[src/rtl/flash_wip_poll.sv]
// rtl/flash_wip_poll.sv - Repeats SPI Read Status Register (0x05) until WIP clears or a timeout expires
module flash_wip_poll #(
    parameter int          CLK_DIV     = 4,
    parameter int          POLL_GAP    = 5,
    parameter logic [27:0] TIMEOUT_CYC = 28'd150_000_000
) (
    input  logic       sys_clk,
    input  logic       sys_rst,
    input  logic       start,
    input  logic       miso,
    output logic       cs_n,
    output logic       sck,
    output logic       mosi,
    output logic       busy,
    output logic       done,
    output logic       timeout,
    output logic [7:0] status
);
    localparam int               CNT_W    = 16;
    localparam logic [CNT_W-1:0] DIV_LAST = CNT_W'(CLK_DIV - 1);
    localparam logic [CNT_W-1:0] DIV_HALF = CNT_W'(CLK_DIV / 2 - 1);
    localparam logic [CNT_W-1:0] GAP_LAST = CNT_W'(POLL_GAP - 1);

    typedef enum logic [2:0] {
        IDLE,
        CS_SETUP,
        SHIFT,
        CS_HOLD,
        GAP
    } state_t;

    state_t           state_q;
    logic [CNT_W-1:0] cnt_q;
    logic [3:0]       bit_q;
    logic [15:0]      tx_q;
    logic [7:0]       rx_q;
    logic [27:0]      tmo_q;
    logic             cs_n_q;
    logic             sck_q;
    logic             mosi_q;
    logic             busy_q;
    logic             done_q;
    logic             timeout_q;
    logic [7:0]       status_q;

    always_ff @(posedge sys_clk) begin
        if (sys_rst) begin
            state_q   <= IDLE;
            cnt_q     <= '0;
            bit_q     <= '0;
            tx_q      <= '0;
            rx_q      <= '0;
            tmo_q     <= '0;
            cs_n_q    <= 1'b1;
            sck_q     <= 1'b0;
            mosi_q    <= 1'b0;
            busy_q    <= 1'b0;
            done_q    <= 1'b0;
            timeout_q <= 1'b0;
            status_q  <= 8'h00;
        end else begin
            done_q    <= 1'b0;
            timeout_q <= 1'b0;
            if (busy_q && (tmo_q != '1)) begin
                tmo_q <= tmo_q + 28'd1;
            end

            case (state_q)
                IDLE: begin
                    cs_n_q <= 1'b1;
                    sck_q  <= 1'b0;
                    mosi_q <= 1'b0;
                    if (start) begin
                        state_q <= CS_SETUP;
                        cs_n_q  <= 1'b0;
                        busy_q  <= 1'b1;
                        tmo_q   <= '0;
                        cnt_q   <= '0;
                    end
                end

                CS_SETUP: begin
                    if (cnt_q == DIV_LAST) begin
                        state_q <= SHIFT;
                        cnt_q   <= '0;
                        bit_q   <= '0;
                        // First frame bit goes out now; tx_q holds the bits still to send.
                        mosi_q  <= 1'b0;
                        tx_q    <= 16'h0A00;
                    end else begin
                        cnt_q <= cnt_q + 1'b1;
                    end
                end

                SHIFT: begin
                    if (cnt_q == DIV_HALF) begin
                        sck_q <= 1'b1;
                        if (bit_q[3]) begin
                            rx_q <= {rx_q[6:0], miso};
                        end
                        cnt_q <= cnt_q + 1'b1;
                    end else if (cnt_q == DIV_LAST) begin
                        sck_q <= 1'b0;
                        cnt_q <= '0;
                        if (bit_q == 4'd15) begin
                            state_q  <= CS_HOLD;
                            mosi_q   <= 1'b0;
                            status_q <= rx_q;
                        end else begin
                            bit_q  <= bit_q + 4'd1;
                            mosi_q <= tx_q[15];
                            tx_q   <= {tx_q[14:0], 1'b0};
                        end
                    end else begin
                        cnt_q <= cnt_q + 1'b1;
                    end
                end

                CS_HOLD: begin
                    if (cnt_q == DIV_LAST) begin
                        state_q <= GAP;
                        cs_n_q  <= 1'b1;
                        cnt_q   <= '0;
                    end else begin
                        cnt_q <= cnt_q + 1'b1;
                    end
                end

                GAP: begin
                    if (cnt_q == GAP_LAST) begin
                        // Only WIP decides; the timeout is checked between polls, never mid-frame.
                        if (!status_q[0]) begin
                            done_q  <= 1'b1;
                            busy_q  <= 1'b0;
                            state_q <= IDLE;
                        end else if (tmo_q >= TIMEOUT_CYC) begin
                            timeout_q <= 1'b1;
                            busy_q    <= 1'b0;
                            state_q   <= IDLE;
                        end else begin
                            state_q <= CS_SETUP;
                            cs_n_q  <= 1'b0;
                            cnt_q   <= '0;
                        end
                    end else begin
                        cnt_q <= cnt_q + 1'b1;
                    end
                end

                default: state_q <= IDLE;
            endcase
        end
    end

    assign cs_n    = cs_n_q;
    assign sck     = sck_q;
    assign mosi    = mosi_q;
    assign busy    = busy_q;
    assign done    = done_q;
    assign timeout = timeout_q;
    assign status  = status_q;
endmodule

[config.mk]
export PLATFORM = sky130hd
export DESIGN_NAME = flash_wip_poll
export DESIGN_NICKNAME = d
export VERILOG_FILES = /design/src/rtl/flash_wip_poll.sv
export SDC_FILE = /design/constraint.sdc
export NUM_CORES = 1
export LEC_CHECK = 0
export ABC_CLOCK_PERIOD_IN_PS = 2600
export CAP_MARGIN = 10
export CORE_ASPECT_RATIO = 0.6
export CORE_MARGIN = 2
export CORE_UTILIZATION = 34
export DETAILED_ROUTE_END_ITERATION = 16
export PLACE_DENSITY = 0.48
export SLEW_MARGIN = 10
export SYNTH_ARGS = -nofsm -noshare
export SYNTH_HDL_FRONTEND = slang
export SYNTH_SLANG_ARGS = --single-unit
[constraint.sdc]
create_clock -name sys_clk -period 2.6 [get_ports sys_clk]
set_input_delay 0.52 -clock sys_clk [delete_from_list [all_inputs] [get_ports sys_clk]]
set_output_delay 0.52 -clock sys_clk [all_outputs]
set_load 0.01 [all_outputs]
==> flow_summary.toml, run 1 <==
[pwr]
ir_worst_vdd_uv = 327
p_seq_share_pct = 49.1
power.density_nw_per_um2 = 560
p_clk_share_pct = 46.5
p_sw_w = 0.000607
p_leak_nw = 1.63
comb_power_share_pct = 4.4
power_switching_share_pct = 23.9
internal_power_w = 0.00193

[sta]
fin_crit_ns = 2.27
tightest_slew_ns = 0.640
setup_tns_ns = 0
slew_headroom_pct = 56.2
fin_crit_sh_pct = 87.3
final-hold-violation-count = 0
drv_slew = 0
finalSetupViolations = 0
worst_hold_slack_ns = 0.453
rsz0062_at_grt = "false"
fmax_ghz = 0.441
finClkSkew_ns = 0.00414

[setup_path]
slowest_delay_ns = 0.43
worst-path-buf-inv = 1
critPathKind = "reg2reg"
r2r-end = "cnt_q[2]$_SDFFE_PP0P_"
r2r_slack_ns = 0.33
critPathArrivalTime_ns = 2.49
path_depth = 8
critPathSlowestCell = "dfxtp_1"
crit_path_start_kind = "flop"
critPathRequiredTime_ns = 2.82
ff2ff_path_depth = 8
cp_max_fo = 21
r2r-start = "cnt_q[0]$_SDFFE_PP0P_"
critical-path-top-delay-family = "compound AO/OA/AOI/OAI gates"
cp-end-kind = "flop"
endpoint = "cnt_q[2]$_SDFFE_PP0P_"
startpoint = "cnt_q[0]$_SDFFE_PP0P_"
crit_chain = "ha_1 > nor4b_1 > nand4_1 > o21ai_1 > a21oi_1 > buf_4 > a21o_1 > a22o_1"

[clock_tree]
clockBufferDepth = 2
postCtsResizedCells = 0
path_clk_slew_ns = 0.06
htreeDepth = 3
cts_hold_buf = 0
clk_latency_ns = 0.33
cts_made_buffers = 9
cts_setup_buffers = 0
clock_sinks = 80
clockRootBuffer = "clkbuf_16"
cts_tree = "yes"

[synthesis]
syn_inst = 459
yosys.area_share.simple_pct = 29.2
yosysWarnings = 0
synth_edf_count = 0
muxShareOfSynthArea_pct = 4.38
yosys_register_bits = 80
synth_flop_cell = "dfxtp_1"
yosysSeqAreaShare_pct = 41.2
synth_fa_ha_area_share_pct = 1.93
synth_top_family_by_area = "simple AND/OR/NAND/NOR gates"
ys_async_sr_fraction_pct = 0
synth_compound_area_share_pct = 14.3
syn_area_sq_um = 3890
synth_xor_area_share_pct = 5.41
synth_cell_type_count = 57
synth_fp_nets = 469
syn_area_per_cell_sq_um = 8.47

[floorplan]
start_util_pct = 34.6
die-width_microns = 142
fp.dieH_microns = 86.8
rows = 30
core-area_sq_um = 11200
design.portCount = 18
die_area_sq_um = 12300

[layout]
ff_latch_area_sq_um = 1600
fin_util_pct = 40.4
diodes = 0
fin_cells = 630
areaGrowthSynthToFinish_pct = 16.5
layout_common_cells = "dfxtp_1, nor2_1, nand2_1, a21oi_1, nand3_1"
final_common_cell = "dfxtp_1"
drive_above_1_share_pct = 9.05
multi_input_area_sq_um = 2150
nNetsFinal = 491
n_fill_cell = 1157
final_area_sq_um = 4530

[min_path]
min_path_type = "reg2reg"
holdCritStartpoint = "tx_q[12]$_SDFFE_PP0P_"

[global_routing]
antenna_found_initial = 0
grt_max_degree = 29
grt_usage_pct = 16.2
gr-total-overflow = 0
grt_pass1_wl_microns = 15700
grt_pass1_vias = 3050

[status]
status = "finished clean"

[route]
antenna_left = 0
avgViaCountPerCell = 5.25
drtPass1Iterations = 5
avgRoutedWirePerCell_microns = 14.9
num_vias = 3305
drc = 0
initialDrtViolationCount = 221
drt-total-wl_microns = 9370

[place]
dp_cells = 614
place_congestion = 0.796
dpl.hpwl_microns = 6670
place_area_sq_um = 4250
io_buffers = 17

[run]
maxCapViolCount = 0
==> tightest hold or removal path, delay by kind of cell, from the launching register on <==
kind / cells / cell delay (ns)
compound gates: 1 / 0.05
simple gates: 1 / 0.05
flops: 1 / 0.31
==> flip-flops by register name, indices dropped and copies added (netlist names) <==
name,cells
status,8
sck,1
busy,1
mosi,1
cs_n,1
tx_q,7
done,1
tmo_q,28
rx_q,8
cnt_q,16
timeout,1
bit_q,4
state_q,3
==> area by class of cell <==
type	count	area share (%)
tap	144	3.98
multi-input combinational	345	47.4
inverter	15	1.24
sequential	80	35.3
timing repair buffer	30	5.91
clock buffer	9	4.97
clock inverter	7	1.16
==> stage by stage <==
step                setup slack, ns  power [W]
detailed placement            0.355    0.00138
CTS                           0.328    0.00259
floorplan                     0.511    0.00135
global placement              0.369    0.00138
finish                        0.330    0.00254
global route                  0.117    0.00266
==> logic make-up (layout without fill, tap and decap cells) <==
| logic type | count (synthesis) | count (layout) |
|---|---|---|
| simple gates | 209 | 209 |
| compound gates | 89 | 89 |
| flops | 80 | 80 |
| buf+inv | 34 | 61 |
| xor+xnor | 24 | 24 |
| mux | 17 | 17 |
| fa+ha+maj | 6 | 6 |
==> cell usage after synthesis, types with 4 or more instances <==
master	number	area, sq um
inv_1	15	56.3
nor2_1	64	240
nand3_1	25	125
mux2i_1	17	170
clkbuf_1	14	52.6
nand2_1	36	135
and3_1	6	37.5
xor2_1	4	35.0
nor3_1	16	80.1
a22o_1	8	70.1
nand4_1	9	56.3
o21ai_0	22	110
a21oi_1	31	155
buf_2	4	20.0
ha_1	6	75.1
nor4b_1	5	43.8
xnor2_1	20	175
or3_1	7	43.8
a211oi_1	6	45.0
dfxtp_1	80	1600
nor4_1	9	56.3
==> power groups by stage <==
| stage | clock network [W] | registers [W] | logic, W |
|---|---|---|---|
| final | 0.00118 | 0.00125 | 0.000111 |
| after detailed placement | 0 | 0.00127 | 0.000110 |
| after global routing | 0.00129 | 0.00125 | 0.000124 |
| after global placement | 0 | 0.00127 | 0.000110 |
| after floorplan | 0 | 0.00127 | 0.0000797 |
| after CTS | 0.00123 | 0.00125 | 0.000111 |
==> worst min-delay path by stage <==
stage                                       end  cells after the start  slack [ns]
after detailed placement  tx_q[12]$_SDFFE_PP0P_                      2        0.45
after floorplan           tx_q[12]$_SDFFE_PP0P_                      2        0.43
after global routing      tx_q[15]$_SDFFE_PP0P_                      2        0.47
after CTS                 tx_q[12]$_SDFFE_PP0P_                      2        0.46
final                     tx_q[12]$_SDFFE_PP0P_                      2        0.45
after global placement    tx_q[12]$_SDFFE_PP0P_                      2        0.44
==> routing by layer <==
metal | up-vias | GRT usage [%] | part of all wire (%)
li1 | 1706 | - | -
met1 | 1548 | 25.5 | 59
met2 | 47 | 21.3 | 37
met3 | 4 | 4.48 | 3.2
met4 | 0 | 3.82 | 0.54
met5 | - | 0 | 0
Note: power is estimated with default switching activity, not from simulation.
==> run 2, diff against run 1 <==
--- a/config.mk
+++ b/config.mk
@@ -10,6 +10,7 @@
 export CORE_ASPECT_RATIO = 0.6
 export CORE_MARGIN = 2
 export CORE_UTILIZATION = 34
+export CTS_BUF_LIST = sky130_fd_sc_hd__clkbuf_2
 export DETAILED_ROUTE_END_ITERATION = 16
 export PLACE_DENSITY = 0.48
 export SLEW_MARGIN = 10
==> run 2 against run 1 <==
Net effect:
- critical path depth fell by 1
- register-to-register slack got worse by 0.04 ns
- clock skew rose by 0.023 ns
- cell count did not move
- flip-flop and latch count did not move
- utilization fell by 1.6 points
- die area did not move
- final area fell by 4.0%
- setup slack got worse by 0.044 ns
- non-clock buffer count did not move
- critical path type unchanged
==> flow_summary.toml, run 2 (same netlist as run 1, synthesis figures left out) <==
[status]
status = "finished clean"

[route]
avgRoutedWirePerCell_microns = 15.0
drc = 0
avgViaCountPerCell = 5.30
antenna_left = 0
num_vias = 3340
drt-total-wl_microns = 9450
drtPass1Iterations = 5
initialDrtViolationCount = 202

[layout]
diodes = 0
drive_above_1_share_pct = 9.05
regMostFlops = "tmo_q"
layout_common_cells = "dfxtp_1, nor2_1, nand2_1, a21oi_1, nand3_1"
areaGrowthSynthToFinish_pct = 11.9
top_regs = "tmo_q x28, cnt_q x16"
final_common_cell = "dfxtp_1"
largest_reg_flops = 28
nNetsFinal = 491

[setup_path]
crit_chain = "nor3_1 > nand4_1 > o21ai_1 > a21oi_1 > buf_4 > a21o_1 > a22o_1"
critPathKind = "reg2reg"
ff2ff_path_depth = 7
slowest_delay_ns = 0.50
critPathRequiredTime_ns = 3.07
startpoint = "cnt_q[4]$_SDFFE_PP0P_"
crit_path_start_kind = "flop"
critPathArrivalTime_ns = 2.78
critPathSlowestCell = "nor3_1"
r2r_slack_ns = 0.29
r2r-start = "cnt_q[4]$_SDFFE_PP0P_"
cp_max_fo = 21
cp-end-kind = "flop"
r2r-end = "cnt_q[2]$_SDFFE_PP0P_"

[floorplan]
die_area_sq_um = 12300
rows = 30
die-width_microns = 142
fp.dieH_microns = 86.8
design.portCount = 18
start_util_pct = 34.6
core-area_sq_um = 11200

[sta]
fin_crit_sh_pct = 89.0
worst_hold_slack_ns = 0.466
tightest_slew_ns = 0.673
drv_slew = 0
rsz0062_at_grt = "false"
fmax_ghz = 0.432
slew_headroom_pct = 54.4
finClkSkew_ns = 0.0271
final-hold-violation-count = 0
setup_tns_ns = 0
fin_crit_ns = 2.31
finalSetupViolations = 0

[min_path]
min_path_type = "reg2reg"
hold_end = "tx_q[12]$_SDFFE_PP0P_"
whs_path_depth = 2
holdCritStartpoint = "tx_q[11]$_SDFFE_PP0P_"

[clock_tree]
clk_latency_ns = 0.56
htreeDepth = 3
cts_tree = "yes"
cts_setup_buffers = 0
cts_hold_buf = 0
clockBufferDepth = 2
cts_made_buffers = 9
path_clk_slew_ns = 0.25
clockRootBuffer = "clkbuf_2"
postCtsResizedCells = 0
clock_sinks = 80

[global_routing]
grt_pass1_wl_microns = 15700
grt_pass1_vias = 3041
gr-total-overflow = 0
grt_usage_pct = 16.3
antenna_found_initial = 0
grt_max_degree = 29

[place]
dpl.hpwl_microns = 6670
place_congestion = 0.796
io_buffers = 17

[pwr]
power.density_nw_per_um2 = 455
ir_worst_vdd_uv = 231
p_leak_nw = 1.55

[run]
maxCapViolCount = 0
==> run 2: cell types whose count changed in the layout (fill, tap and decap cells not counted) <==
cell and change:
clkbuf_16 -9, clkbuf_2 +9
==> run 2: metrics by stage <==
| step | setup slack [ns] | power [W] | std cells | utilization (%) | instance area (sq um) |
|---|---|---|---|---|---|
| 6_report | 0.286 | 0.00198 | 630 | 38.8 | 4350 |
| 5_1_grt | 0.129 | 0.00209 | 630 | 38.8 | 4350 |
| 2_1_floorplan | 0.511 | 0.00135 | 459 | - | 3890 |
| 3_3_place_gp | 0.369 | 0.00138 | 614 | 37.9 | 4250 |
| 4_1_cts | 0.325 | 0.00201 | 630 | 38.8 | 4350 |
| 3_5_place_dp | 0.355 | 0.00138 | 614 | 37.9 | 4250 |
==> run 2: routing by layer <==
layer,wire (microns),GRT usage (%),up-vias
li1,-,-,1703
met1,5360,25.7,1540
met2,3520,21.1,91
met3,509,4.64,6
met4,63,3.82,0
met5,0,0,-
==> run 2: how the worst max path moves through the flow <==
| stage | endpoint | slack, ns | cells past startpoint |
|---|---|---|---|
| finish | cnt_q[2]$_SDFFE_PP0P_ | 0.29 | 7 |
| global route | bit_q[2]$_SDFFE_PP0P_ | 0.13 | 8 |
| CTS | cnt_q[2]$_SDFFE_PP0P_ | 0.33 | 8 |
| detailed placement | cnt_q[2]$_SDFFE_PP0P_ | 0.36 | 8 |
| global placement | cnt_q[2]$_SDFFE_PP0P_ | 0.37 | 8 |
| floorplan | cnt_q[11]$_SDFFE_PP0P_ | 0.51 | 8 |
==> run 2: cell type report <==
| cell class | count | area [sq um] |
|---|---|---|
| fillers | 1171 | 6870 |
| multi-input cells | 345 | 2150 |
| flip-flops and latches | 80 | 1600 |
| repair buffers | 30 | 268 |
| well taps | 144 | 180 |
| inverters | 15 | 56.3 |
| clock inverters | 7 | 52.6 |
| clock buffers | 9 | 45.0 |
==> run 2: critical path, delay by kind of cell (launching register included) <==
family	cells	cell delay, ns
compound gates	4	0.85
flops	1	0.42
simple gates	2	0.72
buf+inv	1	0.22
==> run 2: where the power goes <==
| part | internal [W] | switching, W | total, W |
|---|---|---|---|
| clock network | 0.000135 | 0.000483 | 0.000618 |
| logic | 0.0000417 | 0.0000694 | 0.000111 |
| registers | 0.00124 | 0.0000123 | 0.00125 |
| total | 0.00141 | 0.000565 | 0.00198 |
